$ cat src/rtl/p4_shift_pkg.sv
// Shared definitions for the multi-cycle shifter: op codes, FSM encoding and
// default operand/count widths.
package p4_shift_pkg;

   localparam int DEF_WIDTH = 16;
   localparam int DEF_AMT_W = 4;

   localparam logic [1:0] SH_PASS = 2'b00;
   localparam logic [1:0] SH_LSL  = 2'b01;
   localparam logic [1:0] SH_LSR  = 2'b10;
   localparam logic [1:0] SH_ASR  = 2'b11;

   typedef enum logic [1:0] {
      ST_IDLE  = 2'b00,
      ST_SHIFT = 2'b01,
      ST_DONE  = 2'b10
   } state_t;

endpackage

$ cat src/rtl/p4_seq_shifter_if.sv
// Request/result bundle between the datapath controller and the shifter.
interface p4_seq_shifter_if
   import p4_shift_pkg::*;
#(
   parameter int WIDTH = DEF_WIDTH,
   parameter int AMT_W = DEF_AMT_W
);

   logic             start;
   logic [WIDTH-1:0] in;
   logic [1:0]       shift;
   logic [AMT_W-1:0] amt;
   logic             busy;
   logic             done;
   logic [WIDTH-1:0] sout;
   logic             cout;

   modport master (
      output start, in, shift, amt,
      input  busy, done, sout, cout
   );

   modport slave (
      input  start, in, shift, amt,
      output busy, done, sout, cout
   );

endinterface

$ cat src/rtl/p4_shift_step.sv
// Combinational single-bit shift step; reports the bit that falls off the end.
module p4_shift_step
   import p4_shift_pkg::*;
#(
   parameter int WIDTH = DEF_WIDTH
) (
   input  logic [1:0]       op,
   input  logic [WIDTH-1:0] din,
   output logic [WIDTH-1:0] dout,
   output logic             bit_out
);

   always_comb begin
      dout    = din;
      bit_out = 1'b0;
      case (op)
         SH_LSL: begin
            dout    = {din[WIDTH-2:0], 1'b0};
            bit_out = din[WIDTH-1];
         end
         SH_LSR: begin
            dout    = {1'b0, din[WIDTH-1:1]};
            bit_out = din[0];
         end
         SH_ASR: begin
            // Sign bit of the working value equals the latched sign bit every step.
            dout    = {din[WIDTH-1], din[WIDTH-1:1]};
            bit_out = din[0];
         end
         default: begin
            dout    = din;
            bit_out = 1'b0;
         end
      endcase
   end

endmodule

$ cat src/rtl/p4_seq_shifter.sv
// Multi-cycle variable shifter: one bit per clock, start/busy/done handshake.
module p4_seq_shifter
   import p4_shift_pkg::*;
#(
   parameter int WIDTH = DEF_WIDTH,
   parameter int AMT_W = DEF_AMT_W
) (
   input  logic             clk,
   input  logic             rst_n,
   p4_seq_shifter_if.slave  bus
);

   state_t           state_q;
   state_t           state_d;
   logic [1:0]       op_q;
   logic [AMT_W-1:0] count_q;
   logic [WIDTH-1:0] sout_q;
   logic             cout_q;
   logic [WIDTH-1:0] step_out;
   logic             step_bit;
   logic             accept;
   logic             skip;

   // Requests are only honoured when no shift is in flight.
   always_comb begin
      accept = ((state_q == ST_IDLE) || (state_q == ST_DONE)) && bus.start;
      skip   = (bus.amt == '0) || (bus.shift == SH_PASS);
   end

   always_comb begin
      state_d = state_q;
      case (state_q)
         ST_IDLE, ST_DONE: begin
            if (accept) begin
               state_d = skip ? ST_DONE : ST_SHIFT;
            end else begin
               state_d = ST_IDLE;
            end
         end
         ST_SHIFT: begin
            if (count_q == AMT_W'(1)) begin
               state_d = ST_DONE;
            end
         end
         default: state_d = ST_IDLE;
      endcase
   end

   always_ff @(posedge clk or negedge rst_n) begin
      if (!rst_n) begin
         state_q <= ST_IDLE;
      end else begin
         state_q <= state_d;
      end
   end

   p4_shift_step #(
      .WIDTH (WIDTH)
   ) u_step (
      .op      (op_q),
      .din     (sout_q),
      .dout    (step_out),
      .bit_out (step_bit)
   );

   always_ff @(posedge clk or negedge rst_n) begin
      if (!rst_n) begin
         op_q    <= SH_PASS;
         count_q <= '0;
         sout_q  <= '0;
         cout_q  <= 1'b0;
      end else if (accept) begin
         op_q    <= bus.shift;
         count_q <= bus.amt;
         sout_q  <= bus.in;
         cout_q  <= 1'b0;
      end else if (state_q == ST_SHIFT) begin
         sout_q  <= step_out;
         cout_q  <= step_bit;
         count_q <= count_q - AMT_W'(1);
      end
   end

   assign bus.busy = (state_q == ST_SHIFT);
   assign bus.done = (state_q == ST_DONE);
   assign bus.sout = sout_q;
   assign bus.cout = cout_q;

endmodule

$ cat src/flat_wrapper.sv
// flat-port wrapper written by rule: the top's interface ports become plain ports
module p4_seq_shifter_flat import p4_shift_pkg::*;
#(
   parameter int WIDTH = DEF_WIDTH,
   parameter int AMT_W = DEF_AMT_W
)
  (clk, rst_n, bus_start, bus_in, bus_shift, bus_amt, bus_busy, bus_done, bus_sout, bus_cout);
  p4_seq_shifter_if #(.WIDTH(WIDTH), .AMT_W(AMT_W)) bus_i ();
  input  logic clk;
  input  logic rst_n;
  input wire logic [$bits(bus_i.start)-1:0] bus_start;
  input wire logic [$bits(bus_i.in)-1:0] bus_in;
  input wire logic [$bits(bus_i.shift)-1:0] bus_shift;
  input wire logic [$bits(bus_i.amt)-1:0] bus_amt;
  output wire logic [$bits(bus_i.busy)-1:0] bus_busy;
  output wire logic [$bits(bus_i.done)-1:0] bus_done;
  output wire logic [$bits(bus_i.sout)-1:0] bus_sout;
  output wire logic [$bits(bus_i.cout)-1:0] bus_cout;
  assign bus_i.start = bus_start;
  assign bus_i.in = bus_in;
  assign bus_i.shift = bus_shift;
  assign bus_i.amt = bus_amt;
  assign bus_busy = bus_i.busy;
  assign bus_done = bus_i.done;
  assign bus_sout = bus_i.sout;
  assign bus_cout = bus_i.cout;
  p4_seq_shifter #(.WIDTH(WIDTH), .AMT_W(AMT_W)) u_core (.clk(clk), .rst_n(rst_n), .bus(bus_i));
endmodule
$ cat config.mk
export PLATFORM = sky130hd
export DESIGN_NAME = p4_seq_shifter_flat
export DESIGN_NICKNAME = d
export VERILOG_FILES = /design/src/rtl/p4_shift_pkg.sv /design/src/rtl/p4_seq_shifter_if.sv /design/src/rtl/p4_shift_step.sv /design/src/rtl/p4_seq_shifter.sv /design/src/flat_wrapper.sv
export SDC_FILE = /design/constraint.sdc
export NUM_CORES = 1
export LEC_CHECK = 0
export ABC_AREA = 1
export CORE_ASPECT_RATIO = 1.75
export CORE_MARGIN = 2
export CORE_UTILIZATION = 35
export CTS_BUF_LIST = sky130_fd_sc_hd__clkbuf_8
export DETAILED_ROUTE_END_ITERATION = 7
export HOLD_SLACK_MARGIN = 0.02
export PLACE_DENSITY_LB_ADDON = 0.05
export SLEW_MARGIN = 20
export SYNTH_ARGS = -nofsm -noshare
export SYNTH_HDL_FRONTEND = slang
export SYNTH_SLANG_ARGS = --single-unit
$ cat constraint.sdc
create_clock -name clk -period 2.1 [get_ports clk]
set_clock_uncertainty 0.2 [all_clocks]
set_input_delay 0.42 -clock clk [delete_from_list [all_inputs] [get_ports clk]]
set_output_delay 0.42 -clock clk [all_outputs]
set_load 0.01 [all_outputs]
; ---- Yosys cells after proc, flatten, opt, wreduce, memory -nomap -nowiden
; Cells that the tools add are included.
[totals]
input_bits = 25
ff_bits = 25
wordCells = 40
[op_classes]
add_sub_neg = 1
eq_ne = 8
reduce_logical = 13
n_mux = 12
[ops]
columns = operator, n
row1 = 16-bit case mux with 3 select lines, 1
row2 = 16-bit two-way mux, 2
row3 = 4-bit two-way mux, 2
row4 = 2-bit equality test (second input constant), 3
row5 = 2-bit two-way mux, 3
row6 = 2-bit by 1-bit equality test with 1-bit output (second input constant), 2
row7 = 4-bit by 1-bit equality test with 1-bit output (second input constant), 1
row8 = 2-bit logical NOT, 2
row9 = 4-bit logical NOT, 1
row10 = 2-bit by 1-bit inequality test with 1-bit output (second input constant), 2
row11 = 2-bit case mux with 2 select lines, 1
row12 = 4-bit nonzero test, 1
row13 = 2-bit OR reduction, 2
row14 = 4-bit by 1-bit subtractor with 4-bit output (second input constant), 1
row15 = 3-bit AND reduction, 1
row16 = 3-bit nonzero test, 1
row17 = 1-bit logical OR, 2
row18 = 1-bit two-way mux, 2
row19 = 1-bit case mux with 2 select lines, 1
row20 = 2-bit AND reduction, 1
row21 = 2-bit nonzero test, 1
row22 = 1-bit logical AND, 1

; ---- Depth between registers and ports, before layout
[logic_depth]
depth_word = 5
mapped_depth = 10
ltp_nobuf = 9

; ---- Hierarchy
; A second synthesis with hierarchy kept.
[hier_totals]
cells_unflattened = 239
hier_area_um2 = 1682.9
[modules_own_cells]
columns = mod, area_per_inst_um2, n_inst, seq_area_each_um2, cells_each
row1 = p4_seq_shifter, 1297.5, 1, 625.6, 165
row2 = p4_shift_step, 385.4, 1, 0.0, 74

; ---- Least setup slack after synthesis
; OpenSTA, ideal clock, no wires.
[synth_path]
kind = register -> register
from = reg u_core.op_q[0]
to = reg u_core.sout_q[14], in the netlist u_core.bus.sout[14]
path_stages_with_launch = 10
required_time_ps = 1784
arrival_ps = 1298
path_slack_ps = 486
path_cell_list = dfrtp_1 > inv_1 > ha_1 > nor2_4 > nand3_2 > nand2_4 > inv_2 > buf_6 > nand2_1 > nand2_1
[synth_between]
elab_chain_cells = 4
elab_cells_between_ends = 8
classes_between = eq/ne (3) / mux (3) / reduce/logical (2)
[synth_lines]
columns = element, line
row1 = from (decl), p4_seq_shifter.sv:15  ; logic [1:0] op_q;
row2 = from (signal assigned), p4_seq_shifter.sv:73  ; op_q <= bus.shift;
row3 = 2-bit equality test or 2-bit by 1-bit equality test with 1-bit output (tied branches), p4_shift_step.sv:16  ; case (op)
row4 = 16-bit case mux with 3 select lines, p4_shift_step.sv:16
row5 = 16-bit two-way mux, p4_seq_shifter.sv:77  ; end else if (state_q == ST_SHIFT) begin
row6 = 16-bit two-way mux, p4_seq_shifter.sv:72  ; end else if (accept) begin
row7 = to (signal assigned), p4_seq_shifter.sv:75  ; sout_q <= bus.in;
row8 = to (signal assigned), p4_seq_shifter.sv:78  ; sout_q <= step_out;
row9 = to (decl), p4_seq_shifter.sv:17  ; logic [WIDTH-1:0] sout_q;
; Several ways; a longest one is shown, not always the timed one. The select of a mux whose other input is x is not followed.
; A chain may end at the register's enable or synchronous reset.

; ---- Final worst setup path
[layout_path]
from = reg u_core.state_q[0]
to = out bus_done
[layout_between]
elab_chain_cells = 1
[layout_lines]
columns = element, line
row1 = from (decl), p4_seq_shifter.sv:13  ; state_t state_q;
row2 = from (signal assigned), p4_seq_shifter.sv:53  ; state_q <= state_d;
row3 = 2-bit equality test, p4_seq_shifter.sv:85  ; assign bus.done = (state_q == ST_DONE);
row4 = to (decl), flat_wrapper.sv:16  ; output wire logic [$bits(bus_i.done)-1:0] bus_done;
; Every way passes these cells.

==> flow_summary.ini <==
[run_status]
status = completed

[detailed_routing]
drt_wl_total_um = 4160
antenna_left = 0
first_pass_iters = 4
wl_per_cell_um = 12.4
routed_via_density = 4.68
post-route-drc-count = 0
drt_iter0_drc = 45
vias = 1569

[flow_run]
drv_cap = 0

[floorplanning]
die_x_um = 55.4
core_area_um2 = 4440
io_pins = 44
dieArea_um2 = 5200
die_height_um = 93.9
start_util = 0.364
rows = 32

[worst_setup_path]
rr_worst_depth = 9
worstSetupStartpoint = u_core.state_q[0]
reg2reg_setup_slack_ns = 0.32
crit_type = reg -> out
cp_max_fo = 3
r2r_start = u_core.op_q[0]
cp-endpoint = bus_done
critPathRequiredTime_ns = 1.48
r2r_end = u_core.bus.sout[7]
worstPathArrival_ns = 1.32
critPathLaunchType = flop
critical_path.endpoint_type = output pin

[synthesis]
synth_cell_type_count = 21
ys_seq_elements = 25
mappedNetlistArea_um2 = 1620
syn-mean-instance-area_um2 = 6.77
ys_seq_area_frac = 0.387
syn_inst = 239
syn_nets = 270
ys_warn_count = 0

[sta]
min_period_ns = 1.94
worst_pin_slew_ns = 0.460
timing.fmax_mhz = 516
setup_slack_ns = 0.163
setup_violations = 0
maxSlewViolCount = 0
tns_ns = 0
rsz0062_at_grt = false
post-route-period-util = 0.922
hold_viol_final = 0
relSlewSlack = 0.693

[power_and_ir_drop]
p_leak_nw = 1.15
powerDensity_nw_per_um2 = 1530
ir_drop_uv = 777

[clocking]
root_buffer = clkbuf_8
clk_pin_slew_ns = 0.09
clkSinkCount = 25
clockBufferDepth = 2
htreeDepth = 1
cts-buffers-inserted = 3
clock_latency_ns = 0.26
cts_tree = done

[cells_and_area]
layout-drive-gt1-share = 0.0634
area_growth_pct = 31.6
fin_area_um2 = 2130
fin_nets = 316
diodes = 0
fill_cells = 476
final_common_cell = nand2_1
most-common-layout-cells = nand2_1 (125), clkdlybuf4s50_1 (42), inv_1 (28), dfrtp_1 (25), nand3_1 (20)

[global_route]
gr-total-overflow = 0
grt_max_degree = 26
antenna_found_initial = 0
grt_usage = 0.173
grt_pass1_vias = 1613
grt_pass1_wl_um = 7160

[placed_design]
place_congestion = 0.740
dpl_worst_slack_ns = 0.151
dpl_cell_area_um2 = 2080
io_buffers = 43
hpwl_um = 3180

[hold_path]
min_path_type = reg -> reg
## stage by stage
stage	util	total power, mW	std cells	hold slack [ns]
final	0.479	3.26	335	0.310
after global routing	0.479	3.64	335	0.355
after CTS	0.478	3.32	335	0.313
after detailed placement	0.468	3.03	331	0.291
after global placement	0.468	3.02	331	0.284
after floorplan	-	2.32	239	-0.0756
## critical path, stage by stage, from the launching register on
cell and delay, ns:
dfrtp_1 0.42, nor2_1 0.11, clkdlybuf4s50_1 0.53
## state kept, by name (all words and copies together), names as in the netlist
signal           cells
u_core.bus.cout      1
u_core.state_q       2
u_core.bus.sout     16
u_core.count_q       4
u_core.op_q          2
## cells by family after synthesis
| kind of cell | after synthesis | share of synthesized area |
|---|---|---|
| DFF | 25 | 0.387 |
| adders and majority gates | 6 | 0.0464 |
| xor gates and xnor gates | 1 | 0.00541 |
| AOI/OAI and AO/OA | 10 | 0.0364 |
| buffers and inverters | 38 | 0.118 |
| and+or+nand+nor | 159 | 0.407 |
## cell type report
class | instances | area [um2] | area share
inverter | 30 | 115 | 0.0541
multi-input combinational | 176 | 801 | 0.376
tap | 51 | 63.8 | 0.0300
sequential | 25 | 626 | 0.294
clock buffer | 3 | 41.3 | 0.0194
timing repair buffer | 49 | 478 | 0.225
clock inverter | 1 | 3.75 | 0.00176
## Yosys cell counts
cell type    n  area (um2)
nand3_2      1        10.0
dfrtp_1     25         626
xnor2_1      1        8.76
nand2_1    125         469
buf_6        5        56.3
o21ai_1      2        10.0
buf_4        2        15.0
buf_2        1        5.00
inv_2        2        7.51
o211ai_1     3        22.5
nand3_1     20         100
inv_1       27         101
nand2_2      2        12.5
nand4_1      1        6.26
o22ai_1      1        6.26
nand2_4      2        22.5
ha_1         6        75.1
o21ai_0      4        20.0
nor2_1       7        26.3
nor2_4       1        11.3
inv_4        1        6.26
## worst min path at each step
stage                             startpoint                  to  slack (ns)  cells after the start
after floorplan                        rst_n     u_core.bus.cout       -0.08                      0
after global placement     u_core.count_q[1]   u_core.count_q[1]        0.28                      2
after detailed placement   u_core.count_q[1]   u_core.count_q[1]        0.29                      2
after CTS                  u_core.count_q[1]   u_core.count_q[1]        0.31                      2
after global routing                   rst_n   u_core.state_q[1]        0.36                      2
final                     u_core.bus.sout[7]  u_core.bus.sout[7]        0.31                      2
## where the power goes
part           internal (mW)  leakage [nW]  switching [mW]
sequential             0.712         0.314           0.177
clock                  0.131        0.0269           0.149
combinational          0.870         0.813            1.22
total                   1.71          1.15            1.55
## routing by layer
metal | part of all wire | global-route usage | routed length (um) | vias up
li1 | - | - | - | 815
met1 | 0.38 | 0.180 | 1560 | 721
met2 | 0.59 | 0.356 | 2450 | 31
met3 | 0.027 | 0.0152 | 112 | 2
met4 | 0.0091 | 0.0488 | 38 | 0
met5 | 0 | 0 | 0 | -
## repair_timing
action                                  4_1_cts  5_1_grt
gates resized for setup                       0        1
setup buffers                                 0        0
hold buffers                                  0        0
endpoints found under the setup margin        0        1
(Power assumes the default switching activity.)
